`config.mk`:
```
export PLATFORM = sky130hd
export DESIGN_NAME = lbp_engine_flat
export DESIGN_NICKNAME = d
export VERILOG_FILES = /design/src/rtl/lbp_engine_if.sv /design/src/rtl/lbp_engine.sv /design/src/flat_wrapper.sv
export SDC_FILE = /design/constraint.sdc
export NUM_CORES = 1
export LEC_CHECK = 0
export CORE_UTILIZATION = 50
export CTS_BUF_LIST = sky130_fd_sc_hd__clkbuf_4 sky130_fd_sc_hd__clkbuf_8
export DETAILED_ROUTE_END_ITERATION = 6
export PLACE_DENSITY = 0.79
export SLEW_MARGIN = 20
export SYNTH_ARGS = -nofsm -noshare
export SYNTH_HDL_FRONTEND = slang
export SYNTH_SLANG_ARGS = --single-unit
```
`constraint.sdc`:
```
create_clock -name clk -period 2.6 [get_ports clk]
set_clock_uncertainty 0.15 [all_clocks]
set_input_delay 0.39 -clock clk [delete_from_list [all_inputs] [get_ports clk]]
set_output_delay 0.39 -clock clk [all_outputs]
set_load 0.01 [all_outputs]
```
`src/rtl/lbp_engine_if.sv`:
```
// Bus bundle for the LBP engine: gray-image fetch port, frame control and
// the LBP result stream.
//
// Handshake: lbp_valid/lbp_ready follow strict valid/ready rules. A code
// transfers on a rising edge where both are high; once lbp_valid rises,
// lbp_addr/lbp_data hold steady and lbp_valid stays high until that
// transfer. lbp_ready may be high before lbp_valid and does not have to wait
// for it. The gray port has no handshake: gray_data answers gray_addr
// combinationally in the same cycle that gray_req is high.
interface lbp_engine_if #(
    parameter int ROW_BITS = 7,
    parameter int COL_BITS = 7,
    parameter int PIX_W    = 8
);
    localparam int AW = ROW_BITS + COL_BITS;

    logic             gray_ready;
    logic             gray_req;
    logic [AW-1:0]    gray_addr;
    logic [PIX_W-1:0] gray_data;
    logic             border_mode;
    logic [PIX_W-1:0] thresh;
    logic             lbp_valid;
    logic             lbp_ready;
    logic [AW-1:0]    lbp_addr;
    logic [7:0]       lbp_data;
    logic             finish;

    modport master (
        input  gray_ready, gray_data, border_mode, thresh, lbp_ready,
        output gray_req, gray_addr, lbp_valid, lbp_addr, lbp_data, finish
    );

    modport slave (
        output gray_ready, gray_data, border_mode, thresh, lbp_ready,
        input  gray_req, gray_addr, lbp_valid, lbp_addr, lbp_data, finish
    );
endinterface

```
`src/rtl/lbp_engine.sv`:
```
// Local Binary Pattern engine. For each pixel it fetches the centre and its
// eight neighbours one per cycle, builds the code MSB-first and offers it on
// a valid/ready stream. border_mode=1 codes every pixel with clamped
// (replicated) neighbours; border_mode=0 codes only the interior.
module lbp_engine #(
    parameter int ROW_BITS = 7,
    parameter int COL_BITS = 7,
    parameter int PIX_W    = 8
) (
    input  logic             clk,
    input  logic             reset,
    lbp_engine_if.master     bus,
    output logic [3:0]       dbg_state
);
    typedef enum logic [3:0] {
        IDLE, CUR, N7, N6, N5, N4, N3, N2, N1, N0, OUT
    } state_t;

    localparam logic [ROW_BITS-1:0] ROW_MAX = {ROW_BITS{1'b1}};
    localparam logic [ROW_BITS-1:0] ROW_IN  = {{(ROW_BITS-1){1'b1}}, 1'b0};
    localparam logic [COL_BITS-1:0] COL_MAX = {COL_BITS{1'b1}};
    localparam logic [COL_BITS-1:0] COL_IN  = {{(COL_BITS-1){1'b1}}, 1'b0};

    state_t              state;
    logic                mode_r;
    logic [PIX_W-1:0]    thresh_r;
    logic [ROW_BITS-1:0] row;
    logic [COL_BITS-1:0] col;
    logic [PIX_W-1:0]    center;
    logic [7:0]          code;

    logic [ROW_BITS-1:0] row_p, row_m, nbr_row;
    logic [COL_BITS-1:0] col_p, col_m, nbr_col;
    logic                fetch;
    logic                nbr_bit;
    logic [7:0]          code_next;
    logic [ROW_BITS-1:0] row_last;
    logic [COL_BITS-1:0] col_last, col_first;
    logic                last_pix;

    assign dbg_state = state;

    // Clamped neighbour coordinates; clamping never triggers in interior mode.
    assign row_p = (row == ROW_MAX) ? row : row + 1'b1;
    assign row_m = (row == '0)      ? row : row - 1'b1;
    assign col_p = (col == COL_MAX) ? col : col + 1'b1;
    assign col_m = (col == '0)      ? col : col - 1'b1;

    // Scan window bounds for the latched mode.
    assign row_last  = mode_r ? ROW_MAX : ROW_IN;
    assign col_last  = mode_r ? COL_MAX : COL_IN;
    assign col_first = mode_r ? '0 : {{(COL_BITS-1){1'b0}}, 1'b1};
    assign last_pix  = (row == row_last) && (col == col_last);

    // Comparison at PIX_W+1 bits so centre+thresh cannot wrap.
    assign nbr_bit   = ({1'b0, bus.gray_data} >= ({1'b0, center} + {1'b0, thresh_r}));
    assign code_next = {code[6:0], nbr_bit};

    // Fetch address decode from the current state and pixel position.
    always_comb begin
        nbr_row = row;
        nbr_col = col;
        case (state)
            N7: begin nbr_row = row_p; nbr_col = col_p; end
            N6: begin nbr_row = row_p;                  end
            N5: begin nbr_row = row_p; nbr_col = col_m; end
            N4: begin                  nbr_col = col_p; end
            N3: begin                  nbr_col = col_m; end
            N2: begin nbr_row = row_m; nbr_col = col_p; end
            N1: begin nbr_row = row_m;                  end
            N0: begin nbr_row = row_m; nbr_col = col_m; end
            default: ;
        endcase
        fetch         = (state != IDLE) && (state != OUT);
        bus.gray_req  = fetch;
        bus.gray_addr = fetch ? {nbr_row, nbr_col} : '0;
    end

    // Frame sequencer: per-pixel fetch sequence, code assembly and output hold.
    always_ff @(posedge clk) begin
        if (reset) begin
            state         <= IDLE;
            mode_r        <= 1'b0;
            thresh_r      <= '0;
            row           <= '0;
            col           <= '0;
            center        <= '0;
            code          <= '0;
            bus.lbp_valid <= 1'b0;
            bus.lbp_addr  <= '0;
            bus.lbp_data  <= '0;
            bus.finish    <= 1'b0;
        end else begin
            bus.finish <= 1'b0;
            case (state)
                IDLE: begin
                    if (bus.gray_ready) begin
                        mode_r   <= bus.border_mode;
                        thresh_r <= bus.thresh;
                        row      <= bus.border_mode ? '0 : {{(ROW_BITS-1){1'b0}}, 1'b1};
                        col      <= bus.border_mode ? '0 : {{(COL_BITS-1){1'b0}}, 1'b1};
                        state    <= CUR;
                    end
                end
                CUR: begin
                    center <= bus.gray_data;
                    code   <= '0;
                    state  <= N7;
                end
                N7: begin code <= code_next; state <= N6; end
                N6: begin code <= code_next; state <= N5; end
                N5: begin code <= code_next; state <= N4; end
                N4: begin code <= code_next; state <= N3; end
                N3: begin code <= code_next; state <= N2; end
                N2: begin code <= code_next; state <= N1; end
                N1: begin code <= code_next; state <= N0; end
                N0: begin
                    code          <= code_next;
                    bus.lbp_valid <= 1'b1;
                    bus.lbp_data  <= code_next;
                    bus.lbp_addr  <= {row, col};
                    state         <= OUT;
                end
                OUT: begin
                    if (bus.lbp_ready) begin
                        bus.lbp_valid <= 1'b0;
                        if (last_pix) begin
                            bus.finish <= 1'b1;
                            state      <= IDLE;
                        end else begin
                            if (col == col_last) begin
                                col <= col_first;
                                row <= row + 1'b1;
                            end else begin
                                col <= col + 1'b1;
                            end
                            state <= CUR;
                        end
                    end
                end
                default: state <= IDLE;
            endcase
        end
    end
endmodule

```
`src/flat_wrapper.sv`:
```
// flat-port wrapper written by rule: the top's interface ports become plain ports
module lbp_engine_flat 
#(
    parameter int ROW_BITS = 7,
    parameter int COL_BITS = 7,
    parameter int PIX_W    = 8
)
  (clk, reset, dbg_state, bus_gray_ready, bus_gray_data, bus_border_mode, bus_thresh, bus_lbp_ready, bus_gray_req, bus_gray_addr, bus_lbp_valid, bus_lbp_addr, bus_lbp_data, bus_finish);
  lbp_engine_if #(.ROW_BITS(ROW_BITS), .COL_BITS(COL_BITS), .PIX_W(PIX_W)) bus_i ();
  input  logic clk;
  input  logic reset;
  output logic [3:0] dbg_state;
  input wire logic [$bits(bus_i.gray_ready)-1:0] bus_gray_ready;
  input wire logic [$bits(bus_i.gray_data)-1:0] bus_gray_data;
  input wire logic [$bits(bus_i.border_mode)-1:0] bus_border_mode;
  input wire logic [$bits(bus_i.thresh)-1:0] bus_thresh;
  input wire logic [$bits(bus_i.lbp_ready)-1:0] bus_lbp_ready;
  output wire logic [$bits(bus_i.gray_req)-1:0] bus_gray_req;
  output wire logic [$bits(bus_i.gray_addr)-1:0] bus_gray_addr;
  output wire logic [$bits(bus_i.lbp_valid)-1:0] bus_lbp_valid;
  output wire logic [$bits(bus_i.lbp_addr)-1:0] bus_lbp_addr;
  output wire logic [$bits(bus_i.lbp_data)-1:0] bus_lbp_data;
  output wire logic [$bits(bus_i.finish)-1:0] bus_finish;
  assign bus_i.gray_ready = bus_gray_ready;
  assign bus_i.gray_data = bus_gray_data;
  assign bus_i.border_mode = bus_border_mode;
  assign bus_i.thresh = bus_thresh;
  assign bus_i.lbp_ready = bus_lbp_ready;
  assign bus_gray_req = bus_i.gray_req;
  assign bus_gray_addr = bus_i.gray_addr;
  assign bus_lbp_valid = bus_i.lbp_valid;
  assign bus_lbp_addr = bus_i.lbp_addr;
  assign bus_lbp_data = bus_i.lbp_data;
  assign bus_finish = bus_i.finish;
  lbp_engine #(.ROW_BITS(ROW_BITS), .COL_BITS(COL_BITS), .PIX_W(PIX_W)) u_core (.clk(clk), .reset(reset), .bus(bus_i), .dbg_state(dbg_state));
endmodule
```
# After elaboration in Yosys (flattened, before gate mapping)
# Cells that the tools add are included.
# classes
n_addsub	5
magnitude_cmp	1
n_eq_ne	19
n_mux	27
bitwise	2
n_reduce_logical	20
# ops
op	count
$mux 7	11
$pmux 7 s2	5
$pmux 4 s11	1
$eq 4x3->1 const B	4
$reduce_or 3->1	5
$add 7x1->7 const B	2
$eq 7x7->1	2
$eq 7x7->1 const B	2
$logic_not 7->1	2
$mux 14	1
$sub 7x1->7 const B	2
$eq 4x4->1 const B	3
$add 8x8->9	1
$ge 8x9->1	1
$eq 4x2->1 const B	2
$mux 4	2
$reduce_or 8->1	1
$mux 1	6
$ne 2x2->1 const B	3
$reduce_and 2->1	3
$reduce_bool 2->1	3
$reduce_and 5->1	1
$eq 4x1->1 const B	1
$logic_not 4->1	1
other kinds (7)	9
# word_totals
register_bits	66
inputBits	21
wordCells	85

# Logic depth before layout (Yosys ltp)
# logic_depth
ltp_word	6
mapped_depth	12

# Least setup slack after synthesis
# Ideal clock, no wire load.
# synth_path
kind	register -> output
from	register u_core.state[2] (netlist: u_core.dbg_state[2])
to	output bus_gray_addr[13]
arrival_ps	2083
t_required_ps	2060
setup_slack_ps	-23
stages_incl_launch_ff	8
cell_sequence	dfxtp_1 -> clkbuf_1 -> or3b_2 -> and2_0 -> clkbuf_1 -> nor4b_1 -> mux2_2 -> a21oi_1
# synth_between
elab_chain_cells	4
elab_cells_between_ends	13
cone_classes	eq/ne: 7; mux: 2; reduce/logical: 4
# synth_rtl
element	line_no	rtl
start, declared	lbp_engine.sv:24	state_t state;
start signal, assigned	lbp_engine.sv:82	state <= IDLE;
start signal, assigned	lbp_engine.sv:102	state <= CUR;
start signal, assigned	lbp_engine.sv:108	state <= N7;
$eq 4x3->1 (tied with other cells)	lbp_engine.sv:63	case (state)
$reduce_or 3->1 (no line)	-	
$pmux 7 s2	lbp_engine.sv:63	
$mux 14 (*)	lbp_engine.sv:76	bus.gray_addr = fetch ? {nbr_row, nbr_col} : '0;
end, declared	flat_wrapper.sv:19	output wire logic [$bits(bus_i.gray_addr)-1:0] bus_gray_addr;
# Mark *: on every way between the ends. The rest lies on a longest branch, timed or not.

# Worst setup path in the final report
# layout_path
from	register u_core.center[0]
to	register u_core.bus.lbp_data[0]
# layout_between
elab_chain_cells	2
# layout_rtl
element	line_no	rtl
start, declared	lbp_engine.sv:29	logic [PIX_W-1:0] center;
start signal, assigned	lbp_engine.sv:106	center <= bus.gray_data;
$add 8x8->9	lbp_engine.sv:56	assign nbr_bit = ({1'b0, bus.gray_data} >= ({1'b0, center} + {1'b0, thresh_r}));
$ge 8x9->1	lbp_engine.sv:56	
end signal, assigned	lbp_engine.sv:120	bus.lbp_data <= code_next;
end, declared	lbp_engine_if.sv:31	output gray_req, gray_addr, lbp_valid, lbp_addr, lbp_data, finish
# Every way passes these cells.
# A chain may end at the register's enable or synchronous reset.

==> out/qor.txt <==
Status -> finished, violations left
Violated checks -> setup timing
Largest net degree at the start of global routing -> 29
Post-Syn Area -> 0.00411 sq mm
Multi-input gate area -> 0.00293 sq mm
Min Tclk post-route -> 2.75 ns
CP endpoint kind -> flip-flop
Slew margin rel. -> 0.542
Vias in the first global route -> 4607
Gr ovfl total -> 0
Die Span Y -> 92.7 microns
Vias -> 4818
Arr. time, crit path -> 2.84 ns
Sequential Area -> 0.00134 sq mm
Leakage -> 2.39 nW
Unrepaired setup endpoints after global routing -> true
Crit share post-route -> 1.06
Critical path origin -> u_core.center[0]
Required @ worst endpoint -> 2.69 ns
Initial Util -> 0.524
Power density over the cells -> 455 mW/mm^2
Hold crit path type -> flip-flop to flip-flop
Final WL -> 13.9 mm
Setup ws final -> -0.152 ns
CTS Root Cell -> clkbuf_8
Max-cap viol count -> 0
Fillers -> 535
Post-synth EDFFs -> 0
Distinct cell type count after synthesis -> 66
RD Place Congestion -> 0.932
H-tree depth -> 3
Die W -> 92.7 microns
HPWL after DPL -> 8.85 mm
Share of flip-flops with an asynchronous set or reset -> 0
CTS Buffer Depth -> 2
First-pass GRT wire length -> 21.6 mm
Setup CP Type -> flip-flop to flip-flop
Post-DRT Antenna Nets -> 0
Wire per inst -> 17.5 microns
First-pass iteration count of the detailed router -> 5
Die footprint -> 0.00858 sq mm
Clock Pin Slew Worst Setup and Hold Paths -> 0.08 ns
Worst R2R Start -> u_core.center[0]
DRT iter0 DRCs -> 290
Crit-path max FO -> 2
Syn Area/Cell -> 7.53 sq um
Most frequent cells in the layout -> 104 x nand2_1, 88 x buf_4, 64 x a21oi_1
Most common cell after layout, fill and taps aside -> nand2_1
Pre-CTS setup slack -> -0.249 ns
Cts hold-fix bufs -> 0
Fin nets -> 732
Cell row count -> 32
Total track usage -> 0.317
Crit path launch type -> flip-flop
YS warnings -> 0
ANT cells -> 0
Total power -> 2.78 mW
CTS buffer count -> 9
Max IR drop VDD -> 552 uV
DRC viols -> 0
Area grow syn2layout -> 48.8%
Final Non-Filler Cells -> 795
Flops & latches, synth -> 66
Num Clock Sinks -> 66
Initial antenna violation count -> 0
Syn_nets -> 590
Cells after synthesis -> 546
Floorplan core area -> 0.00785 sq mm
R2R setup slack -> -0.15 ns
Number of port buffers -> 63
Register area share after synthesis -> 0.322
Layout cell share with drive strength beyond 1 -> 0.323
CTS tree -> built
Via/cell ratio -> 6.06
Hold Path Origin -> u_core.bus.lbp_data[1]
Worst skew pair latency -> 0.36 ns
Primary FF master, synth -> dfxtp_1
# placed instances -> 757
Actual slew at the worst max-slew pin -> 0.680 ns
Fmax -> 363 MHz
Top-level port count -> 64
Fin. max-slew vios -> 0
Final setup fails -> 10
Fin. Hold Viols -> 0
==> sequential cells by signal, summed over array words and instances (netlist names) <==
signal	flops
u_core.dbg_state	4
u_core.thresh_r	8
u_core.bus.finish	1
u_core.code	7
u_core.center	8
u_core.row	7
u_core.col	7
u_core.bus.lbp_valid	1
u_core.bus.lbp_addr	14
u_core.bus.lbp_data	8
u_core.mode_r	1
==> report_power, final <==
group	leakage (nW)	internal [mW]	switching, mW
Combinational	1.74	0.375	0.413
Sequential	0.541	1.04	0.0305
Clock	0.107	0.460	0.461
==> layer usage <==
| layer | wire [microns] | GRT usage |
|---|---|---|
| met1 | 5740 | 0.372 |
| met2 | 6770 | 0.562 |
| met3 | 881 | 0.0608 |
| met4 | 563 | 0.133 |
| met5 | 0 | 0 |
==> cell families (layout without fill, tap and decap cells) <==
| kind of cell | Yosys count | in the layout | share of synthesized area |
|---|---|---|---|
| XOR/XNOR | 20 | 20 | 0.0426 |
| flip-flops | 66 | 66 | 0.322 |
| AND/OR/NAND/NOR | 228 | 228 | 0.275 |
| multiplexers | 3 | 3 | 0.00761 |
| AO/OA/AOI/OAI | 151 | 151 | 0.228 |
| buffers and inverters | 55 | 202 | 0.0533 |
| adder cells (fa/ha/maj) | 23 | 23 | 0.0719 |
==> Yosys cell counts (all sizes together), types with 7 or more instances <==
master | instances | share of area
a21oi | 75 | 0.092
dfxtp | 66 | 0.32
nor2 | 26 | 0.024
ha | 22 | 0.067
nand2b | 7 | 0.011
nand2 | 107 | 0.10
clkbuf | 27 | 0.025
or3 | 9 | 0.015
nand3 | 17 | 0.021
buf | 9 | 0.011
xnor2 | 8 | 0.017
xor2 | 12 | 0.026
nor3 | 16 | 0.019
inv | 18 | 0.016
o21ai | 17 | 0.021
==> cell type report <==
class | instances | area share
multi-input combinational | 425 | 0.480
timing repair buffer | 167 | 0.235
sequential | 66 | 0.219
tap | 102 | 0.0209
clock buffer | 9 | 0.0203
clock inverter | 7 | 0.0133
inverter | 19 | 0.0119
==> worst paths after layout <==
| path | endpoint | cells after the start |
|---|---|---|
| max | u_core.bus.lbp_data[0] | 12 |
| min | u_core.bus.lbp_data[1] | 2 |
| max reg2reg | u_core.bus.lbp_data[0] | 12 |
| min reg2reg | u_core.bus.lbp_data[1] | 2 |
==> per-stage QoR <==
step                instance area (sq um)  hold WS (ns)  setup TNS (ns)  utilization
global route                         6120         0.325           -1.64        0.779
global placement                     5360         0.294           -1.91        0.683
finish                               6120         0.307          -0.617        0.779
floorplan                            4110         0.282               0            -
detailed placement                   5360         0.297           -2.45        0.683
CTS                                  5820         0.308          -0.239        0.742
==> critical path, cell delays in order, from the launching register on <==
cell and delay [ns]:
dfxtp_2 0.36, ha_4 0.15, inv_2 0.04, fa_2 0.35, nor2b_2 0.13, o21ai_2 0.08
a21oi_2 0.20, nor2_2 0.07, xor2_1 0.15, ha_1 0.31, a21o_1 0.20, a221oi_4 0.33
o41ai_1 0.12
==> timing repair <==
action | CTS | global route
cloned | 1 | 0
gates resized for setup | 112 | 52
pin swaps | 23 | 23
setup endpoints to repair | 17 | 17
setup buffers | 13 | 8
hold endpoints to repair | 0 | 0
Power figures use the tool's default switching activity.
